### config.mk
export PLATFORM = sky130hd
export DESIGN_NAME = mem_arbiter
export DESIGN_NICKNAME = d
export VERILOG_FILES = /design/src/rtl/arb_types.sv /design/src/rtl/mem_arbiter.sv
export SDC_FILE = /design/constraint.sdc
export NUM_CORES = 1
export LEC_CHECK = 0
export ABC_AREA = 1
export BUFFER_PORTS_ARGS = -buffer_cell sky130_fd_sc_hd__buf_4
export CAP_MARGIN = 0
export CORE_AREA = 10 10 539 541
export CTS_CLUSTER_SIZE = 16
export DETAILED_ROUTE_END_ITERATION = 6
export DIE_AREA = 0 0 549 551
export HOLD_SLACK_MARGIN = 0.12
export SYNTH_ARGS = -nofsm -noshare
export SYNTH_HDL_FRONTEND = slang
export SYNTH_SLANG_ARGS = --single-unit
### constraint.sdc
create_clock -name clk -period 2.15 [get_ports clk]
set_input_delay 0.5375 -clock clk [delete_from_list [all_inputs] [get_ports clk]]
set_output_delay 0.5375 -clock clk [all_outputs]
set_load 0.02 [all_outputs]
### src/rtl/arb_types.sv
// Shared types for the instruction/data memory arbiter.
package arb_types;

  typedef enum logic [1:0] {
    IDLE,
    SERVE_I,
    SERVE_D
  } arb_state_t;

  typedef enum logic {
    GRANT_I,
    GRANT_D
  } grant_t;

endpackage

### src/rtl/mem_arbiter.sv
// Shared-memory arbiter: multiplexes the I-side and D-side line fill and
// writeback handshakes onto one physical memory port. One transaction is
// in flight at a time; contention is settled round-robin.
module mem_arbiter
  import arb_types::*;
#(
  parameter int ADDR_W = 32,
  parameter int LINE_W = 256
) (
  input  logic              clk,
  input  logic              rst,
  input  logic              i_read,
  input  logic [ADDR_W-1:0] i_addr,
  output logic [LINE_W-1:0] i_rdata,
  output logic              i_resp,
  input  logic              d_read,
  input  logic              d_write,
  input  logic [ADDR_W-1:0] d_addr,
  input  logic [LINE_W-1:0] d_wdata,
  output logic [LINE_W-1:0] d_rdata,
  output logic              d_resp,
  output logic              pmem_read,
  output logic              pmem_write,
  output logic [ADDR_W-1:0] pmem_addr,
  output logic [LINE_W-1:0] pmem_wdata,
  input  logic [LINE_W-1:0] pmem_rdata,
  input  logic              pmem_resp
);

  arb_state_t        r_state;
  grant_t            r_last_grant;
  logic [ADDR_W-1:0] r_cmd_addr;
  logic [LINE_W-1:0] r_cmd_wdata;
  logic              r_cmd_is_write;

  logic   w_i_req;
  logic   w_d_req;
  grant_t w_pick;

  // Round-robin pick: on contention the side not served last wins.
  always_comb begin
    w_i_req = i_read;
    w_d_req = d_read | d_write;
    w_pick  = GRANT_I;
    if (w_i_req && w_d_req) begin
      w_pick = (r_last_grant == GRANT_I) ? GRANT_D : GRANT_I;
    end else if (w_d_req) begin
      w_pick = GRANT_D;
    end
  end

  // Transaction FSM: latch the granted command in IDLE, hold it until memory completes.
  always_ff @(posedge clk) begin
    if (!rst) begin
      r_state        <= IDLE;
      r_last_grant   <= GRANT_I;
      r_cmd_addr     <= '0;
      r_cmd_wdata    <= '0;
      r_cmd_is_write <= 1'b0;
    end else begin
      case (r_state)
        IDLE: begin
          if (w_i_req || w_d_req) begin
            if (w_pick == GRANT_D) begin
              r_state        <= SERVE_D;
              r_cmd_addr     <= d_addr;
              r_cmd_wdata    <= d_wdata;
              r_cmd_is_write <= d_write;
            end else begin
              r_state        <= SERVE_I;
              r_cmd_addr     <= i_addr;
              r_cmd_is_write <= 1'b0;
            end
          end
        end
        SERVE_I: begin
          if (pmem_resp) begin
            r_state      <= IDLE;
            r_last_grant <= GRANT_I;
          end
        end
        SERVE_D: begin
          if (pmem_resp) begin
            r_state      <= IDLE;
            r_last_grant <= GRANT_D;
          end
        end
        default: r_state <= IDLE;
      endcase
    end
  end

  // Memory command is a pure function of the state and the latched command,
  // so it stays stable for the whole transaction regardless of client inputs.
  assign pmem_read  = (r_state == SERVE_I) || ((r_state == SERVE_D) && !r_cmd_is_write);
  assign pmem_write = (r_state == SERVE_D) && r_cmd_is_write;
  assign pmem_addr  = r_cmd_addr;
  assign pmem_wdata = r_cmd_wdata;

  // Completion is steered to the side being served; a response seen in IDLE
  // (stray or left over from an aborted transaction) reaches neither side.
  assign i_resp  = (r_state == SERVE_I) && pmem_resp;
  assign d_resp  = (r_state == SERVE_D) && pmem_resp;
  assign i_rdata = i_resp ? pmem_rdata : '0;
  assign d_rdata = d_resp ? pmem_rdata : '0;

endmodule

==> results of run 1 <==
-- cell type report --
type | count | area (sq um)
Fill cell | 32452 | 245000
Timing Repair Buffer | 1587 | 14000
Multi-Input combinational cell | 1503 | 7450
Sequential cell | 292 | 5850
Tap cell | 3724 | 4660
Inverter | 302 | 1150
Clock buffer | 47 | 1020
Clock inverter | 19 | 200
Antenna cell | 19 | 47.5
-- what timing repair did --
item / CTS / global route
pin swaps: 13 / 18
hold buffers: 4 / 0
buffers inserted: 9 / 4
gates cloned: 10 / 15
hold endpoints to repair: 4 / 0
setup endpoints to repair: 571 / 611
gates resized for setup: 330 / 349
-- placed cells by master, fill, tap and decap left out --
cell type / count
o21bai_1: 1
buf_4: 1303
buf_6: 179
diode_2: 19
inv_16: 1
nand3_1: 1
inv_6: 3
clkinv_4: 1
clkinv_2: 7
buf_8: 15
o21ai_0: 33
buf_12: 57
clkbuf_8: 4
bufinv_16: 2
nand2_8: 3
a21oi_1: 259
nand2_4: 1
clkinvlp_4: 3
dfxtp_1: 290
nor2_1: 398
clkbuf_16: 50
a21oi_4: 1
inv_8: 3
ha_4: 2
dlygate4sd3_1: 4
ha_1: 1
dfxtp_2: 2
inv_2: 3
nor2_4: 152
nor2_2: 64
inv_1: 297
nand2_2: 1
buf_16: 15
clkinv_8: 1
nand2_1: 585
clkbuf_1: 5
bufbuf_16: 2
nand3_4: 1
-- kinds of logic after synthesis --
logic type | after synthesis | share of synthesized area
simple gates | 1205 | 0.329
compound gates | 294 | 0.107
buf+inv | 459 | 0.139
fa+ha+maj | 3 | 0.00271
flops | 292 | 0.423
-- power by group through the flow --
stage               clock network [mW]  registers, mW  logic (mW)
floorplan                            0           7.49        3.03
global placement                     0           6.70        10.5
detailed placement                   0           6.72        10.5
CTS                               6.82           6.62        11.1
global route                      6.92           6.70        12.2
finish                            6.56           6.62        11.4
-- per-stage QoR --
stage	setup slack [ps]	utilization
6_report	-596	0.123
2_1_floorplan	208	-
4_1_cts	-683	0.117
5_1_grt	-657	0.123
3_5_place_dp	-629	0.107
3_3_place_gp	-609	0.107
-- worst max-delay path, cell delays in order, from the launching register on --
cell	delay, ps
dfxtp_2	320
inv_2	70
ha_4	180
buf_12	150
nand2_8	130
buf_16	210
buf_12	150
nor2_4	180
buf_6	160
-- registers in the layout, indices dropped and copies added (netlist names) --
| name | count |
|---|---|
| pmem_addr | 32 |
| pmem_wdata | 256 |
| r_cmd_is_write | 1 |
| r_last_grant | 1 |
| r_state | 2 |
-- per-layer routing --
layer,part of all wire,up-vias
met5,0.0016,-
met2,0.41,1617
li1,-,9659
met1,0.40,10459
met3,0.16,340
met4,0.030,40
-- worst paths after layout --
| check | depth (start not counted) | from | endpoint | slack [ps] |
|---|---|---|---|---|
| worst min register to register | 2 | pmem_wdata[37] | pmem_wdata[37] | 460 |
| worst max register to register | 8 | r_state[1] | pmem_wdata[169] | -120 |
| worst max-delay path | 8 | r_state[0] | d_rdata[50] | -600 |
| worst min-delay path | 3 | d_wdata[30] | pmem_wdata[30] | 180 |
==> reports/summary.md, run 1 <==
The logs give 7372 for the total placed cells including tap cells and 0 for the max-capacitance violation count. The worst hold path belongs to the class primary input to register. The layout overhead on the synthesized area works out to 148%.

At the pin with the least slew margin, the transition time is 798 ps. Remaining global-route overflow: 0. The met2 demand-to-capacity share in global routing was 0.231; the clock period minus worst slack was 2750 ps. Worst endpoint required time: 1610 ps. Once placement finished, the instance area stood at 0.0298 sq mm.

For the via count of the first global-routing pass, the log shows 21567. For the largest clock skew in the final design, the log shows 28.7 ps. Peak-usage layer in the global routing report: met2. The detailed router placed 22115 vias in this run.

The mean number of vias per cell is 2.95. After the first detailed-routing iteration, the DRC count stood at 1758. The worst setup path is launched from a register. The mean routed wirelength per cell was 33.5 microns; the non-filler instance count after layout was 7493. In this run, synthesis produced a sequential element count of 292.

The clock network fraction of design power was 0.268; the register clock-pin slew on the reported worst setup and hold paths was 60 ps. Synthesis instantiated 19 different standard cells from the library. The worst setup path is captured at a primary output.

For the share of power burned in combinational logic, the log shows 0.463. The number of design rule violations left after detail routing is 0. For this run, the post-layout net count is 4308. The total CTS buffers came out at 37. The HPWL after detailed placement was 227000 microns; the power share of the sequential group was 0.270.

Dividing the synthesized area by the synthesized cell count gives 6.14 sq um. The power density relative to cell area works out to 714 mW/mm^2. Number of H-tree levels: 2.

During I/O placement, the number of pins put on the boundary was 1386. CTS placed an instance of clkbuf_16 at the clock tree root. Worst hold margin: 180 ps. At the end of routability-driven placement, the weighted congestion stood at 0.997. The commonest cells after synthesis are nor2_1, nand2_1, inv_1, dfxtp_1, a21oi_1.

The top cell type's share of synthesized area was 0.423. For this run, the leading register cell type out of synthesis is dfxtp_1. The count of standard-cell rows is 194, and the cell area after layout is 0.0344 sq mm.

The max-slew violation count was 0. Yosys attributes the largest share of cell area to dfxtp_1, nor2_1, nand2_1. The Yosys step of the flow raised 0 warnings. The number of buffers between clock root and the deepest sink is 3.

The clock latency on the worst-skew pair was 610 ps; the share of synthesized area occupied by flip-flops and latches was 0.423. The tools report the total routing resource utilization after global routing as 0.154. Summed over all failing endpoints, the final setup total negative slack is -237600 ps.

The final period utilization works out to 1.28. The analysis attributes to cell leakage a power of 16.2 nW. The net switching fraction of the power works out to 0.438. The met1 capacity usage during global routing was 0.178; the initial core utilization was 0.0496. The number of enable flip-flop cells after synthesis was 0. The share of final-layout standard cells stronger than drive strength 1 was 0.500; the placeable core region was 0.279 sq mm.

The routed design has 251000 microns of wire. Setup repair after global routing could not meet its margin everywhere. The global-route met3 utilization was 0.106; the port buffer count was 1385. The final reports fail on setup timing. The total count of hold-check failures in the final report came out at 0. TritonCTS built the clock tree. The count of nets left with antenna violations once routing finished came out at 0.

Entering global routing, the biggest net connects 56 pins. The logs give 0.468 for the worst slew margin relative to its limit and 292000 microns for the first-pass GRT wire length. The die height works out to 551 microns. The logs give 118 for the initial antenna violation count and 726 uV for the maximum resistive drop on vdd.

The clock net in this run drives a total of 292 sinks. The count of TritonRoute iterations in the first routing pass was 5. The die outline area was 0.302 sq mm; the post-synthesis cell area was 0.0138 sq mm. The logs give 10.8 mW for the net switching component of the power and -596 ps for the post-route worst setup slack. The fmax was 364 MHz; the total setup violations reported at the end of the flow was 571.

Data arrives at the worst endpoint at 2210 ps. The fraction of synthesis flops using an asynchronous set or reset pin is 0, and the internal power is 13.8 mW. The completed layout was analyzed and its total power is 24.5 mW. The most area-hungry cell type in the Yosys netlist is dfxtp_1. The category of the critical setup timing path was register to primary output. The flow ran to the end, but the final reports show violations.

The horizontal extent of the die works out to 549 microns. For the post-synth net total, the log shows 2838. Of all nets on the critical path, the largest fanout is 7. Synthesis produced 2253 cells. Among all cell types in the netlist, the one instantiated most often is nor2_1.
Note: power is estimated with default switching activity, not from simulation.
==> run 2, diff against run 1 <==
CORE_AREA = 10 10 531 533   (was 10 10 539 541)
DIE_AREA = 0 0 541 543   (was 0 0 549 551)
==> run 2 against run 1 <==
Net effect:
- the run still ends with setup timing left
- sequential share of layout area is 0.24 points higher
- sequential power down 0.8%
- clock-buffer cell count down 1
- clock power increased by 0.8%
- die area is 2.9% lower
- non-clock buffer count decreased by 16
- largest power group unchanged
- utilization increased by 0.22 points
- maximum frequency increased by 6.6%
==> reports/summary.md, run 2 (synthesis results as in run 1) <==
The initial antenna violation count was 158 (+34%); the port buffer count was 1385 (unchanged). The layout overhead on the synthesized area came out at 145%. TritonCTS built the clock tree. The largest individual stage delay along the critical path comes from the cell dfxtp_4. The mean routed wirelength per cell came out at 33.2 microns (-1.1%). The post-route worst setup slack was -425 ps (+171 ps). The placeable core region was 0.271 sq mm (-3.0%); the clock period minus worst slack was 2580 ps (-171 ps). The max-slew violation count is 0 (unchanged).

The share of final-layout standard cells stronger than drive strength 1 was 0.498 (-0.00188); the count of standard-cell rows was 191 (-1.5%). Top-level I/O count: 1386 (unchanged). The library cells used most frequently in the layout, excluding fill and tap cells, are buf_4, nand2_1, nor2_1. The die outline area was 0.294 sq mm (-2.9%); the total setup violations reported at the end of the flow was 515 (-9.8%). The leakage component of the power came out at 16.0 nW (-1.0%). The first-pass GRT wire length came out at 287000 microns (-1.7%). The die height works out to 543 microns (-1.5%).

The run gives 0.999 (+0.25%) as the weighted congestion at the end of routability-driven global placement. The logs give 21090 (-2.2%) for the via count of the first global-routing pass and 224000 microns (-1.5%) for the HPWL after detailed placement. The arrival time of data at the critical path endpoint was 2040 ps (-170 ps); the fmax was 388 MHz (+6.6%). The flow ran to the end, but the final reports show violations. The tools report the number of buffers between clock root and the deepest sink as 3 (unchanged). For the total CTS buffers, the log shows 34 (-8.1%). The setup path with the least slack is of type register to primary output. The run gives 243000 microns (-3.4%) as the post-detailed-routing wire length. The largest stage delay on the critical path was 380 ps (+60 ps). The fill cell total of the finished layout was 31584 (-2.7%); the post-placement setup slack was -195 ps (+434 ps). The flip-flop count of the largest register, all copies and words added was 256 (unchanged); the number of H-tree levels was 2 (unchanged). The power density relative to cell area was 713 mW/mm^2 (-0.20%). The final period utilization was 1.20 (-0.0794). Mean number of vias per cell: 2.97 (+0.54%). The pin count of the biggest net entering global routing was 57 (+1.8%).

The transition at the pin with the smallest max-transition slack is 701 ps (-96.4 ps), and the multi-input logic area is 0.00742 sq mm (-0.34%). Total number of vias: 21720 (-1.8%). The sum of negative setup slack is -173350 ps (+64240 ps).

The path class of the tightest hold or removal check is primary input to register. The count of antenna-violating nets left after detailed routing was 0 (unchanged). CTS placed an instance of clkbuf_16 at the clock tree root. The critical path goes through inv_4, ha_4, nand2_8, buf_16, clkbuf_16, nor2_1, buf_4.

The run gives 0 (unchanged) as the max-capacitance violation count. Setup repair after global routing could not meet its margin everywhere. STA classifies the critical path startpoint as a register.

The tools report the end-of-flow core utilization as 0.125 (+0.00218). The initial core utilization was 0.0511 (+0.00154). For the number of design rule violations left after detail routing, the log shows 0 (unchanged).

The combined buffer and inverter count along the critical path came out at 4 (-1). The checks that failed: setup timing. The sink count of the clock tree was 292 (unchanged); the footprint of the flip-flops and latches was 0.00585 sq mm (about the same).

The number of nets in the final layout was 4288 (-0.46%). Among cell families on the critical path, the largest total delay comes from buffers and inverters. The count of TritonRoute iterations in the first routing pass was 5 (unchanged).

Critical path endpoint category: a primary output. Worst hold margin: 171 ps (-8.92 ps). The maximum resistive drop on vdd is 731 uV (+0.61%), and the worst endpoint required time is 1610 ps (about the same). Remaining global-route overflow: 0 (unchanged). Horizontal extent of the die: 541 microns (-1.5%). The tools report the total count of hold-check failures in the final report as 0 (unchanged). The largest fanout on the critical path was 8 (+1); the register clock-pin slew on the reported worst setup and hold paths was 60 ps (about the same). The DRC marker count from the first detailed-route iteration came out at 1424 (-19%). For the worst slew margin relative to its limit, the log shows 0.532 (+0.0643). Largest clock skew in the final design: 22.7 ps (-5.98 ps). The commonest non-fill, non-tap cell in the layout was buf_4. The run gives 0 ps (+120 ps) as the reg-to-reg setup timing slack.

The logs give 24.2 mW (-1.5%) for the total power consumption of the routed design and 0.155 (+0.00144) for the total routing resource utilization after global routing. The clock latency on the worst-skew pair came out at 620 ps (about the same).
[run 2: cell count changes in the layout (fill, tap and decap cells not counted), moves of 7 or more]
cell and change:
clkbuf_16 -9, buf_12 +14, nor2_2 +7, buf_6 +10
buf_8 -8, buf_4 -16
[run 2: what timing repair did]
action,in CTS,in global routing
hold endpoints to repair,1,0
setup endpoints to repair,516,524
pin swaps,5,7
cloned,6,10
buffers inserted,5,5
hold buffers,1,0
resized for setup,291,349
[run 2: final cells by class]
type | count | share of cell area
antenna | 22 | 0.00162
clock buffer | 46 | 0.0276
clock inverter | 15 | 0.00823
inverter | 302 | 0.0340
multi-input combinational | 1502 | 0.219
sequential | 292 | 0.173
tap | 3570 | 0.132
timing repair buffer | 1571 | 0.405
[run 2: worst reg2reg max path: cells and delay by family (launching register included)]
| family | cells | cell delay (ps) |
|---|---|---|
| AO/OA/AOI/OAI | 1 | 170 |
| adder cells (fa/ha/maj) | 1 | 240 |
| buffers and inverters | 6 | 990 |
| flip-flops | 1 | 370 |
| AND/OR/NAND/NOR | 2 | 310 |
[run 2: where the power goes]
group | internal (mW) | switching [mW]
sequential | 6.16 | 0.416
combinational | 3.91 | 7.08
clock | 3.82 | 2.79
total | 13.9 | 10.3
[run 2: metal layers]
layer / wire length (microns) / track usage / share of wire
met5: 460 / 0 / 0.0019
met4: 8080 / 0.0321 / 0.033
met2: 105000 / 0.247 / 0.43
met1: 88400 / 0.167 / 0.36
met3: 41000 / 0.113 / 0.17
[run 2: final timing paths]
| kind | from | to | cells past startpoint |
|---|---|---|---|
| max | r_state[0] | d_rdata[130] | 7 |
| min | d_wdata[51] | pmem_wdata[51] | 3 |
| max reg2reg | r_state[1] | pmem_wdata[29] | 10 |
| min reg2reg | pmem_wdata[160] | pmem_wdata[160] | 2 |
[run 2: metrics by stage]
step,instance area [sq um],instances
after floorplan,13800,2253
after global placement,29800,7210
after detailed placement,29800,7210
after CTS,32300,7283
after global routing,33900,7310
final,33900,7320
==> run 3, diff against run 2 <==
ABC_AREA = 0   (was 1)
CORE_AREA = 10 10 535 537   (was 10 10 531 533)
DIE_AREA = 0 0 545 547   (was 0 0 541 543)
==> run 3 against run 2 <==
Net effect:
- the flow still finishes with violations (setup timing)
- hold slack improved by 20 ps
- clock-buffer cell count is 5 higher
- synthesized cell count down 11%
- critical endpoint is now i_rdata[65]
- largest cell class unchanged
- critical path depth stayed put
- die area increased by 1.5%
- clock skew down 1.1 ps
- utilization up 0.43 points
- via count is 8.2% higher
==> reports/summary.md, run 3 <==
The tools report the number of design rule violations left after detail routing as 0 (unchanged). The number of buffers between clock root and the deepest sink is 3 (unchanged), and the initial core utilization is 0.0538 (+0.00264). The final reports fail on setup timing.

The tools report the count of cell types in the netlist as 25 (+6). The horizontal extent of the die is 545 microns (+0.74%), and the final period utilization is 1.22 (+0.0244). The number of H-tree levels is 2 (unchanged). The path with the worst hold slack has its endpoint at pmem_wdata[217].

The endpoint identified for the worst register-to-register timing path is pmem_wdata[216]. The run finished, with violations left. The maximum resistive drop on vdd was 523 uV (-28%); the count of antenna-violating nets left after detailed routing was 0 (unchanged). The run gives 22211 (+5.3%) as the via count of the first global-routing pass. The flip-flop count of the largest register, all copies and words added was 256 (unchanged); the clock period minus worst slack was 2630 ps (+52.4 ps). For the worst slew margin relative to its limit, the log shows 0.605 (+0.0734).

The category of the critical setup timing path is register to primary output. Number of stages on the worst hold path: 3 (unchanged). The worst hold margin came out at 191 ps (+20.0 ps). The total power consumption of the routed design was 25.8 mW (+6.7%).

The power density relative to cell area is 721 mW/mm^2 (+1.2%). The port buffer count is 1385 (unchanged), and the top cell type's share of synthesized area is 0.395 (-0.0280). Arrival time of data at the critical path endpoint: 2090 ps (+50 ps). The tools report the top-level I/O count as 1386 (unchanged).

The total number of vias is 23496 (+8.2%). The largest fanout on the critical path was 8 (unchanged). Leaving out fill and tap cells, the most frequent cell in the layout is buf_4. The total routing resource utilization after global routing was 0.160 (+0.00427); the total setup violations reported at the end of the flow was 516 (+0.19%). The fraction of synthesis flops using an asynchronous set or reset pin is 0 (unchanged). The run gives 0 (unchanged) as the max-slew violation count. The kind of launch point of the worst setup path is a register.

The commonest cells after synthesis are and3_1, dfxtp_1, o21ai_0, a21oi_1, nand3_1. Total count of hold-check failures in the final report: 0 (unchanged). The HPWL after detailed placement is 226000 microns (+0.81%), and the sum of negative setup slack is -197550 ps (-24190 ps).

For the post-synthesis cell area, the log shows 0.0148 sq mm (+7.1%). The share of final-layout standard cells stronger than drive strength 1 is 0.532 (+0.0334). For the reg-to-reg setup timing slack, the log shows 120 ps (+120 ps). The logs give 0.917 (-8.2%) for the weighted congestion at the end of routability-driven global placement and 1739 (+22%) for the DRC marker count from the first detailed-route iteration. By instance count, the leading cell after synthesis is and3_1. Leaving out fill and tap cells, the most frequent cells in the layout are buf_4, and3_1, dfxtp_1. The post-route worst setup slack was -478 ps (-52.4 ps). The worst register-to-register path begins at r_state[0]. The logs give 193 (+1.0%) for the count of standard-cell rows and 0.0357 sq mm (+5.4%) for the cell area after layout.

The post-detailed-routing wire length was 260000 microns (+7.3%). The mean routed wirelength per cell is 36.3 microns (+9.5%), and the sink count of the clock tree is 292 (unchanged). The mean number of vias per cell works out to 3.28 (+10%). In this run the clock root is driven by a clkbuf_16.

The remaining global-route overflow was 0 (unchanged). The die height works out to 547 microns (+0.74%). The tools report the critical path endpoint category as a primary output. The tools report the fmax as 381 MHz (-2.0%).

The worst endpoint required time is 1610 ps (about the same). The total of flip-flops plus latches after synthesis was 292 (unchanged). For the synthesized netlist cell count, the log shows 2004 (-11%). The largest total area in the synthesized netlist belongs to dfxtp_1. The tools report the number of nets in the final layout as 3971 (-7.4%). The multi-input logic area came out at 0.00877 sq mm (+18%).

The initial antenna violation count is 192 (+22%), and the layout overhead on the synthesized area is 141%. The run gives 16.0 nW (+0.17%) as the leakage component of the power. For the placeable core region, the log shows 0.276 sq mm (+1.9%).

The end-of-flow core utilization is 0.130 (+0.00434), and the first-pass GRT wire length is 301000 microns (+4.8%). The count of TritonRoute iterations in the first routing pass is 5 (unchanged), and the number of enable flip-flop cells after synthesis is 0 (unchanged). In this run the most critical hold path is launched from d_wdata[217].

Register clock-pin slew on the reported worst setup and hold paths: 70 ps (about the same). Ranked by total cell area, the synthesized netlist is headed by dfxtp_1, and3_1, o21ai_0. For the footprint of the flip-flops and latches, the log shows 0.00585 sq mm (unchanged). The number of warning messages in the yosys log is 0 (unchanged), and the transition at the pin with the smallest max-transition slack is 592 ps (-109 ps). Among all flip-flop cells after synthesis, the most frequent one is dfxtp_1. The tools report the die outline area as 0.298 sq mm (+1.5%). Path type of the worst min-delay path: primary input to register. The fill cell total of the finished layout came out at 31778 (+0.61%). TritonCTS built the clock tree. Setup repair after global routing could not meet its margin everywhere. The logs give 0.395 (-0.0280) for the share of synthesized area occupied by flip-flops and latches and 38 (+12%) for the total CTS buffers. The post-synth net total was 2589 (-8.8%); the pin count of the biggest net entering global routing was 105 (+84%). The run gives 0.0301 sq mm (+0.75%) as the placement-stage cell area. The average size of a mapped cell was 7.39 sq um (+20%); the max-capacitance violation count was 0 (unchanged). Largest clock skew in the final design: 21.7 ps (-1.05 ps). The clock latency on the worst-skew pair is 620 ps (about the same), and the worst-case reg-to-reg path depth is 9 (-1).
run 3: changes by cell type after synthesis, sizes merged, moves of 256 or more:
cell   previous run  this run
nand3             2       258
nand2           589        68
nor2            614         1
inv             302         6
o21ai            33       289
and3              0       512
run 3: area by class of cell:
cell class | instances | share of cell area
Timing Repair Buffer | 1615 | 0.422
Sequential cell | 292 | 0.164
Tap cell | 3705 | 0.130
Multi-Input combinational cell | 1433 | 0.245
Clock inverter | 18 | 0.00455
Antenna cell | 53 | 0.00371
Clock buffer | 51 | 0.0297
Inverter | 6 | 0.00126
run 3: timing repair:
| item | 4_1_cts | 5_1_grt |
|---|---|---|
| setup buffers | 20 | 18 |
| gates resized for setup | 276 | 344 |
| hold endpoints to repair | 48 | 0 |
| setup endpoints to repair | 516 | 516 |
| hold buffers | 49 | 0 |
| gates cloned | 18 | 31 |
| pin swaps | 4 | 19 |
run 3: worst max-delay path, stage by stage, from the launching register on:
cell	delay (ps)
dfxtp_4	380
inv_4	40
ha_4	190
buf_4	150
buf_12	150
clkbuf_16	190
and3_1	180
buf_4	150
run 3: cell families after synthesis:
group	share of synthesized area
AND/OR/NAND/NOR	0.323
AO/OA/AOI/OAI	0.203
flip-flops	0.395
buffers and inverters	0.0763
adder cells (fa/ha/maj)	0.00253
multiplexers	0.000676
run 3: metal layers:
layer  routed length, microns  vias to the layer above  track usage  share of wire
met4                     5180                       32       0.0213          0.020
met5                      201                        -            0        0.00077
met1                   105000                    11387        0.193           0.40
li1                         -                    10090            -              -
met3                    38500                      344       0.0970           0.15
met2                   112000                     1643        0.247           0.43
run 3: worst max-delay path by stage:
stage          startpoint           end  slack (ps)  cells past startpoint
2_1_floorplan   pmem_resp  d_rdata[151]         160                      4
3_3_place_gp   r_state[0]    d_rdata[9]        -230                      5
3_5_place_dp   r_state[0]    d_rdata[9]        -250                      5
4_1_cts        r_state[1]  i_rdata[176]        -580                      7
5_1_grt        r_state[0]    d_rdata[3]        -570                      7
6_report       r_state[1]   i_rdata[65]        -480                      7
run 3: per-stage QoR:
| stage | cells | worst slack, ps |
|---|---|---|
| 2_1_floorplan | 2004 | 158 |
| 3_3_place_gp | 6924 | -232 |
| 3_5_place_dp | 6924 | -245 |
| 4_1_cts | 7080 | -577 |
| 5_1_grt | 7144 | -574 |
| 6_report | 7173 | -478 |
run 3: power breakdown:
| part | internal, mW | total, mW | switching [mW] | leakage, nW |
|---|---|---|---|---|
| Clock | 3.65 | 6.72 | 3.07 | 0.595 |
| Combinational | 4.69 | 12.5 | 7.82 | 13.0 |
| Sequential | 6.16 | 6.56 | 0.396 | 2.41 |
